===== src/rtl/ltc2600_frame_receiver.sv =====
// LTC2600 serial-port receiver: decodes csb/sck/sdi frames into per-channel
// input, DAC and power-down registers the way the DAC itself does.
// It only observes the bus and never drives it.
module ltc2600_frame_receiver #(
    parameter int unsigned DATA_WIDTH  = 16,
    parameter int unsigned N_CH        = 8,
    parameter int unsigned SYNC_STAGES = 2
) (
    input  logic                       i_clk,
    input  logic                       i_rst,
    input  logic                       i_sck,
    input  logic                       i_sdi,
    input  logic                       i_csb,
    input  logic                       i_clrb,
    output logic                       o_frame_valid,
    output logic [3:0]                 o_frame_cmd,
    output logic [3:0]                 o_frame_addr,
    output logic [DATA_WIDTH-1:0]      o_frame_data,
    output logic                       o_frame_error,
    output logic                       o_clear_pulse,
    output logic [N_CH*DATA_WIDTH-1:0] o_dac_value,
    output logic [N_CH-1:0]            o_pwr_down
);

    localparam int unsigned ShortLen = DATA_WIDTH + 8;
    localparam int unsigned LongLen  = DATA_WIDTH + 16;
    localparam logic [5:0]  CntMax   = 6'd63;
    // Reset values of the {sck, sdi, csb, clrb} synchronizers: bus idle.
    localparam logic [3:0]  SyncRst  = 4'b0011;

    typedef enum logic {StIdle, StShift} state_e;

    logic [SYNC_STAGES-1:0][3:0]      r_sync;
    logic                             r_sck_d, r_csb_d, r_clrb_d;
    logic [3:0]                       w_sync;
    logic                             w_sck_s, w_sdi_s, w_csb_s, w_clrb_s;
    logic                             w_sck_rise, w_csb_fall, w_csb_rise, w_clrb_fall;
    state_e                           r_state, w_state_next;
    logic                             w_start, w_shift, w_end;
    // Only the last ShortLen bits matter; the leading byte of a long frame
    // simply falls off the top of the shift register.
    logic [ShortLen-1:0]              r_shreg;
    logic [5:0]                       r_bit_cnt;
    logic                             r_eval;
    logic                             w_len_ok;
    logic [3:0]                       w_cmd, w_addr;
    logic [DATA_WIDTH-1:0]            w_data;
    logic [N_CH-1:0]                  w_sel;
    logic [N_CH-1:0][DATA_WIDTH-1:0]  r_input, r_dac, w_input_d, w_dac_d;
    logic [N_CH-1:0]                  r_pwr, w_pwr_d;
    logic                             r_frame_valid, r_frame_error, r_clear_pulse;
    logic [3:0]                       r_frame_cmd, r_frame_addr;
    logic [DATA_WIDTH-1:0]            r_frame_data;

    // Synchronize the four serial inputs, plus one edge-detect flop each.
    always_ff @(posedge i_clk) begin
        if (i_rst) begin
            r_sync   <= {SYNC_STAGES{SyncRst}};
            r_sck_d  <= SyncRst[3];
            r_csb_d  <= SyncRst[1];
            r_clrb_d <= SyncRst[0];
        end else begin
            r_sync[0] <= {i_sck, i_sdi, i_csb, i_clrb};
            for (int i = 1; i < SYNC_STAGES; i++) begin
                r_sync[i] <= r_sync[i-1];
            end
            r_sck_d  <= w_sck_s;
            r_csb_d  <= w_csb_s;
            r_clrb_d <= w_clrb_s;
        end
    end

    assign w_sync      = r_sync[SYNC_STAGES-1];
    assign w_sck_s     = w_sync[3];
    assign w_sdi_s     = w_sync[2];
    assign w_csb_s     = w_sync[1];
    assign w_clrb_s    = w_sync[0];
    assign w_sck_rise  = w_sck_s & ~r_sck_d;
    assign w_csb_fall  = ~w_csb_s & r_csb_d;
    assign w_csb_rise  = w_csb_s & ~r_csb_d;
    assign w_clrb_fall = ~w_clrb_s & r_clrb_d;

    // FSM state register.
    always_ff @(posedge i_clk) begin
        if (i_rst) r_state <= StIdle;
        else       r_state <= w_state_next;
    end

    // FSM next state: a frame spans csb_s falling to csb_s rising.
    always_comb begin
        w_state_next = r_state;
        case (r_state)
            StIdle:  if (w_csb_fall) w_state_next = StShift;
            StShift: if (w_csb_rise) w_state_next = StIdle;
            default: w_state_next = StIdle;
        endcase
    end

    // FSM outputs: the last sck edge coinciding with csb rising still shifts.
    always_comb begin
        w_start = (r_state == StIdle) && w_csb_fall;
        w_shift = (r_state == StShift) && w_sck_rise;
        w_end   = (r_state == StShift) && w_csb_rise;
    end

    // Shift register, saturating bit counter and end-of-frame strobe.
    always_ff @(posedge i_clk) begin
        if (i_rst) begin
            r_shreg   <= '0;
            r_bit_cnt <= '0;
            r_eval    <= 1'b0;
        end else begin
            r_eval <= w_end;
            if (w_start) begin
                r_shreg   <= '0;
                r_bit_cnt <= '0;
            end else if (w_shift) begin
                r_shreg   <= {r_shreg[ShortLen-2:0], w_sdi_s};
                r_bit_cnt <= (r_bit_cnt == CntMax) ? r_bit_cnt : r_bit_cnt + 6'd1;
            end
        end
    end

    assign w_len_ok = r_eval &&
                      ((r_bit_cnt == 6'(ShortLen)) || (r_bit_cnt == 6'(LongLen)));
    assign w_cmd    = r_shreg[DATA_WIDTH+7 -: 4];
    assign w_addr   = r_shreg[DATA_WIDTH+3 -: 4];
    assign w_data   = r_shreg[DATA_WIDTH-1:0];

    // Command decode into next register values; an active clear wins.
    always_comb begin
        w_input_d = r_input;
        w_dac_d   = r_dac;
        w_pwr_d   = r_pwr;
        w_sel     = '0;
        for (int i = 0; i < N_CH; i++) begin
            w_sel[i] = (w_addr == 4'hF) || (w_addr == 4'(i));
        end
        if (w_len_ok) begin
            case (w_cmd)
                4'h0: for (int i = 0; i < N_CH; i++) begin
                    if (w_sel[i]) w_input_d[i] = w_data;
                end
                4'h1: for (int i = 0; i < N_CH; i++) begin
                    if (w_sel[i]) begin
                        w_dac_d[i] = r_input[i];
                        w_pwr_d[i] = 1'b0;
                    end
                end
                4'h2: begin
                    for (int i = 0; i < N_CH; i++) begin
                        if (w_sel[i]) w_input_d[i] = w_data;
                        w_dac_d[i] = w_input_d[i];
                    end
                    w_pwr_d = '0;
                end
                4'h3: for (int i = 0; i < N_CH; i++) begin
                    if (w_sel[i]) begin
                        w_input_d[i] = w_data;
                        w_dac_d[i]   = w_data;
                        w_pwr_d[i]   = 1'b0;
                    end
                end
                4'h4: for (int i = 0; i < N_CH; i++) begin
                    if (w_sel[i]) w_pwr_d[i] = 1'b1;
                end
                default: ;
            endcase
        end
        if (!w_clrb_s) begin
            w_input_d = '0;
            w_dac_d   = '0;
        end
    end

    // Register file and reported frame fields/pulses.
    always_ff @(posedge i_clk) begin
        if (i_rst) begin
            r_input       <= '0;
            r_dac         <= '0;
            r_pwr         <= '0;
            r_frame_valid <= 1'b0;
            r_frame_error <= 1'b0;
            r_clear_pulse <= 1'b0;
            r_frame_cmd   <= '0;
            r_frame_addr  <= '0;
            r_frame_data  <= '0;
        end else begin
            r_input       <= w_input_d;
            r_dac         <= w_dac_d;
            r_pwr         <= w_pwr_d;
            r_frame_valid <= w_len_ok;
            r_frame_error <= r_eval && !w_len_ok;
            r_clear_pulse <= w_clrb_fall;
            if (w_len_ok) begin
                r_frame_cmd  <= w_cmd;
                r_frame_addr <= w_addr;
                r_frame_data <= w_data;
            end
        end
    end

    assign o_frame_valid = r_frame_valid;
    assign o_frame_error = r_frame_error;
    assign o_clear_pulse = r_clear_pulse;
    assign o_frame_cmd   = r_frame_cmd;
    assign o_frame_addr  = r_frame_addr;
    assign o_frame_data  = r_frame_data;
    assign o_dac_value   = r_dac;
    assign o_pwr_down    = r_pwr;

endmodule

===== config.mk =====
export PLATFORM = sky130hd
export DESIGN_NAME = ltc2600_frame_receiver
export DESIGN_NICKNAME = d
export VERILOG_FILES = /design/src/rtl/ltc2600_frame_receiver.sv
export SDC_FILE = /design/constraint.sdc
export NUM_CORES = 1
export LEC_CHECK = 0
export CAP_MARGIN = 25
export CORE_AREA = 2 2 153 155
export DETAILED_ROUTE_END_ITERATION = 7
export DIE_AREA = 0 0 155 157
export GPL_TIMING_DRIVEN = 0
export PLACE_DENSITY = 0.94
export REMOVE_ABC_BUFFERS = 1
export SLEW_MARGIN = 20
export SYNTH_ARGS = -nofsm -noshare
export SYNTH_HDL_FRONTEND = slang
export SYNTH_SLANG_ARGS = --single-unit

===== constraint.sdc =====
create_clock -name i_clk -period 3.95 [get_ports i_clk]
set_input_delay 0.79 -clock i_clk [delete_from_list [all_inputs] [get_ports i_clk]]
set_output_delay 0.79 -clock i_clk [all_outputs]
set_load 0.01 [all_outputs]

==> flow_summary.yaml, run 1 <==
timing:
  report.final.setup_viol: 0
  relSlewSlack: 0.2047
  drv_slew: 0
  fmax_mhz: 319.1
  fin_tns_setup_ns: 0
  min_period_ns: 3.134
  worstMarginPinSlew_ns: 1.191
  grt_setup_unrepaired: "false"
  hold_violations: 0
  final.setup_skew_ns: 0.01194
  fin_crit_sh: 0.7933
layout:
  final_common_cell: "dfxtp_1"
  nNetsFinal: 1577
  layout-drive-gt1-share: 0.08171
  layout_common_cells: "dfxtp_1, mux2i_1, nand2_1"
  antenna_cells: 0
  syn2layout_area_growth_pct: 22.81
critical_path:
  slowest_delay_ns: 0.66
  end_kind: "register"
  path_common_cell: "buf_4"
  crit_required_ns: 4.34
  slowest_stage: "nor3b_2"
  cp_max_fo: 7
  critPathLaunchType: "register"
  cp_cell_sequence: "inv_1 -> ha_1 -> nor2b_1 -> o211ai_1 -> buf_4 -> buf_4 -> buf_4 -> nor3b_2 -> buf_4 -> buf_4 -> mux2i_1 -> nor2_1"
  arrival_ns: 3.52
  critPathKind: "reg -> reg"
routing:
  wire_per_inst_microns: 19.44
  ant_nets: 0
  num_vias: 11212
  totalWireLength_mm: 36.46
  via_per_inst: 5.977
  drc: 0
  drt_iter0_markers: 953
  dr.pass1.iters: 6
logic_synthesis:
  ys_ff_latch: 334
  synth-main-ff-cell: "dfxtp_1"
  synthCells: 1465
  yosysUniqueCellTypes: 54
  async_reset_ff_frac: 0
  synth_area_sq_um: 13410
  synth_edf_count: 0
  synth_warnings: 0
  syn_avg_cell_area_sq_um: 9.151
  synth_seq_area_share: 0.4987
floorplanning:
  die_h_microns: 157
  start_util: 0.5958
  num_io_pins: 169
  core_area_sq_um: 22500
  rows: 55
  die-width_microns: 155
  dieArea_sq_um: 24340
global_routing:
  grt_antenna_before_repair: 0
  grt_overflow: 0
  grt_start_max_net_pins: 57
  grt_pass1_wl_mm: 56.67
  track_usage: 0.2906
  grt_pass1_vias: 10784
clock_network:
  ctsResizeCount: 0
  cts_root_buf: "clkbuf_16"
  path_clk_slew_ns: 0.06
  htreeDepth: 2
  clk_latency_ns: 0.51
  clock_path_buffers: 3
  postCtsSetupRepairBufs: 0
  clock_sinks: 334
  cts_buffers: 34
  cts_hold_buf: 0
  cts_tree: "yes"
pwr:
  p_leak_nw: 5.967
  power_density_nw_per_um2: 419.7
  p_total_mw: 6.911
  vdd_drop_max_uv: 276.7
run:
  cap_violations: 0
placed_design:
  dp_hpwl_mm: 22.30
  portBuffers: 168
  place_congestion: 0.8985
status:
  status: "finished, final reports clean"
min_path:
  min_path_type: "reg -> reg"
==> cell usage after synthesis, types with 4 or more instances <==
cell / n / area share
a21oi_1: 108 / 0.040
a31oi_1: 67 / 0.031
and3_1: 4 / 0.0019
buf_2: 33 / 0.012
buf_4: 8 / 0.0045
buf_6: 11 / 0.0092
clkbuf_1: 81 / 0.023
dfxtp_1: 334 / 0.50
inv_1: 7 / 0.0020
mux2i_1: 218 / 0.16
nand2_1: 179 / 0.050
nand2b_1: 4 / 0.0019
nand3_1: 10 / 0.0037
nor2_1: 170 / 0.048
nor2b_1: 9 / 0.0042
nor3_1: 5 / 0.0019
nor3_4: 5 / 0.0061
o21ai_0: 122 / 0.046
o21ai_1: 18 / 0.0067
or2_2: 10 / 0.0047
xor2_1: 5 / 0.0033
==> registers in the layout (all words and copies together) (netlist names) <==
name           cells
r_bit_cnt          6
o_clear_pulse      1
r_state            1
o_frame_addr       4
r_clrb_d           1
r_csb_d            1
o_frame_data      16
r_input          128
r_eval             1
r_shreg           24
w_sync             4
r_sync             4
o_pwr_down         8
o_frame_cmd        4
o_dac_value      128
r_sck_d            1
o_frame_valid      1
o_frame_error      1
==> layout make-up <==
cell class	instances	area, sq um
clock buffer	53	1066
sequential	334	6686
multi-input combinational	989	6130
tap	285	356.6
clock inverter	5	125.1
inverter	7	26.28
fill	1503	6038
timing repair buffer	203	2074
==> where the power goes <==
group          internal (mW)  switching [mW]
Clock                   2.11            1.29
Combinational         0.0411          0.0806
Sequential              3.38         0.00623
==> routing by layer <==
metal  global-route usage  vias up  routed length (microns)
met5                    0        -                        0
met3              0.05011      111                     2799
met2               0.4872      525                    17330
met1               0.3673     5337                    14960
li1                     -     5239                        -
met4               0.1349        0                     1368
==> critical path: cells and delay by family, from the launching register on <==
kind                       cells  cell delay, ns
muxes                          1            0.22
buffers and inverters          6            1.12
AOI/OAI and AO/OA              1            0.21
adders and majority gates      1            0.15
DFF                            1            0.34
and+or+nand+nor                3            0.97
==> through the flow <==
step | std cells | instance area (sq um) | hold WS [ns] | setup WS, ns | utilization
after floorplan | 1330 | 12750 | 0.3895 | -1.146 | -
final | 1876 | 16460 | 0.4073 | 0.8164 | 0.7317
after global routing | 1876 | 16460 | 0.4314 | 0.6348 | 0.7317
after CTS | 1874 | 16430 | 0.4089 | 0.8182 | 0.7303
after global placement | 1783 | 14780 | 0.3953 | -5.111 | 0.6570
after detailed placement | 1816 | 15240 | 0.3952 | 0.8729 | 0.6774
==> final timing paths <==
path / startpoint / endpoint / slack [ns] / cells after the start
worst min-delay path: r_sync[1] / w_sync[1] / 0.41 / 1
worst max-delay path: r_bit_cnt[0] / r_input[34] / 0.82 / 12
worst max register to register: r_bit_cnt[0] / r_input[34] / 0.82 / 12
worst min register to register: r_sync[1] / w_sync[1] / 0.41 / 1
==> kinds of logic (layout without fill, tap and decap cells) <==
family | Yosys count | in the layout | share of synthesized area
simple gates | 424 | 424 | 0.1389
compound gates | 338 | 338 | 0.1420
flops | 334 | 334 | 0.4987
mux | 218 | 218 | 0.1628
buf+inv | 142 | 268 | 0.05124
xor+xnor | 7 | 7 | 0.004573
fa+ha+maj | 2 | 2 | 0.001866
Note: power is estimated with default switching activity, not from simulation.
==> run 2: changes to the inputs <==
Settings changed: CORE_AREA 2 2 153 155 to 2 2 160 162, DIE_AREA 0 0 155 157 to 0 0 162 164, PLACE_DENSITY 0.94 to 0.88.
Clock period 3.95 ns to 2.9 ns, I/O delays scaled along.
==> run 2 against run 1 <==
  * Via count decreased by 0.74%
  * Combinational power rose by 39%
  * Sequential cell count is the same
  * Wire length is 0.71% higher
  * Sequential power rose by 36%
  * Critical path depth is 1 lower
  * Highest routed layer unchanged
==> flow_summary.yaml, run 2 (synthesis gave the netlist of run 1 again) <==
layout:
  antenna_cells: 0
  stdcell_count: 1932
  layout_common_cells: "dfxtp_1, mux2i_1, nand2_1"
  final_common_cell: "dfxtp_1"
  syn2layout_area_growth_pct: 24.94
  layout-drive-gt1-share: 0.09114
  final_util: 0.6749
  nNetsFinal: 1588
floorplanning:
  core_area_sq_um: 24820
  rows: 58
  die-width_microns: 162
  num_io_pins: 169
  die_h_microns: 164
  dieArea_sq_um: 26570
  start_util: 0.5402
routing:
  ant_nets: 0
  drt_iter0_markers: 927
  totalWireLength_mm: 36.72
  dr.pass1.iters: 5
  drc: 0
  wire_per_inst_microns: 19.01
  num_vias: 11129
  via_per_inst: 5.760
clock_network:
  clock_path_buffers: 3
  path_clk_slew_ns: 0.06
  cts_hold_buf: 0
  cts_tree: "yes"
  htreeDepth: 2
  clock_sinks: 334
  cts_root_buf: "clkbuf_16"
  clk_latency_ns: 0.52
  cts_buffers: 35
timing:
  grt_setup_unrepaired: "false"
  report.final.setup_viol: 0
  fmax_mhz: 364.1
  hold_violations: 0
  drv_slew: 0
  fin_tns_setup_ns: 0
  min_period_ns: 2.746
  fin_crit_sh: 0.9470
  final.setup_skew_ns: 0.01879
  relSlewSlack: 0.2377
  worstMarginPinSlew_ns: 1.142
critical_path:
  critPathKind: "reg -> reg"
  end_kind: "register"
  rr_startpoint: "r_bit_cnt[0]"
  crit_required_ns: 3.29
  arrival_ns: 3.14
  endpoint: "r_input[46]"
  critPathLaunchType: "register"
  cp_max_fo: 8
  worst-r2r-cell-count: 11
  cp-startpoint: "r_bit_cnt[0]"
  r2r_end: "r_input[46]"
  rrSetupSlack_ns: 0.15
status:
  status: "finished, final reports clean"
pwr:
  p_sw_mw: 1.926
  switching_share: 0.2061
  p_leak_nw: 6.055
  internal-power_mw: 7.416
  power_frac_clock: 0.488
  vdd_drop_max_uv: 395.1
  p_comb_frac: 0.018
  power_density_nw_per_um2: 557.7
  p_total_mw: 9.342
  pwr-share-seq: 0.493
min_path:
  min_delay_path_depth: 1
  min_path_type: "reg -> reg"
placed_design:
  dp_hpwl_mm: 22.18
  portBuffers: 168
  dp.cells: 1860
  place_congestion: 0.8937
run:
  cap_violations: 0
global_routing:
  grt_pass1_vias: 10650
  grt_antenna_before_repair: 0
  grt_start_max_net_pins: 68
  grt_pass1_wl_mm: 56.87
  grt_overflow: 0
  track_usage: 0.2699
==> run 2: cell type report <==
class                      instances  area [sq um]
tap                              330         412.9
sequential                       334          6686
clock buffer                      50          1033
multi-input combinational        989          6163
timing repair buffer             213          2282
clock inverter                     9         145.1
fill                            1873          8069
inverter                           7         26.28
==> run 2: power by group through the flow <==
stage                     registers, mW  clock network, mW  logic (mW)
after floorplan                    4.71                  0      0.0654
after global placement             4.71                  0       0.132
after detailed placement           4.71                  0       0.169
after CTS                          4.61               4.61       0.170
after global routing               4.61               4.81       0.183
final                              4.61               4.56       0.170
==> run 2: through the flow <==
stage	hold slack [ns]	area, sq um	setup slack, ns
floorplan	0.3895	12750	-2.196
global placement	0.3923	14840	-6.148
detailed placement	0.4008	15340	-0.1656
CTS	0.4148	16640	-0.002052
global route	0.4270	16750	0.07229
finish	0.4140	16750	0.1538
==> run 2: worst min-delay path by stage <==
| stage | start | end | slack, ns |
|---|---|---|---|
| after global placement | r_sync[0] | w_sync[0] | 0.39 |
| after CTS | r_sync[0] | w_sync[0] | 0.41 |
| after global routing | r_sync[0] | w_sync[0] | 0.43 |
| after floorplan | r_sync[0] | w_sync[0] | 0.39 |
| final | r_sync[0] | w_sync[0] | 0.41 |
| after detailed placement | r_sync[0] | w_sync[0] | 0.40 |
==> run 2: critical path: stages (launching register included) <==
cell      delay (ns)
dfxtp_1         0.35
inv_1           0.08
ha_1            0.20
nor2b_2         0.33
o211ai_1        0.20
buf_4           0.21
buf_4           0.17
buf_4           0.18
nor3b_4         0.34
buf_4           0.26
mux2i_1         0.23
nor2_1          0.07
==> run 2: layer usage <==
metal  track usage  vias up  part of all wire
met4        0.1251        0             0.043
met5             0        -                 0
met1        0.3379     5299              0.41
met3       0.04419      112             0.069
met2        0.4578      459              0.48
li1              -     5259                 -
==> run 2: repair_timing <==
action,CTS,global route
buffers inserted,5,4
gates resized for setup,3,1
pin swaps,4,3
setup endpoints to repair,74,92
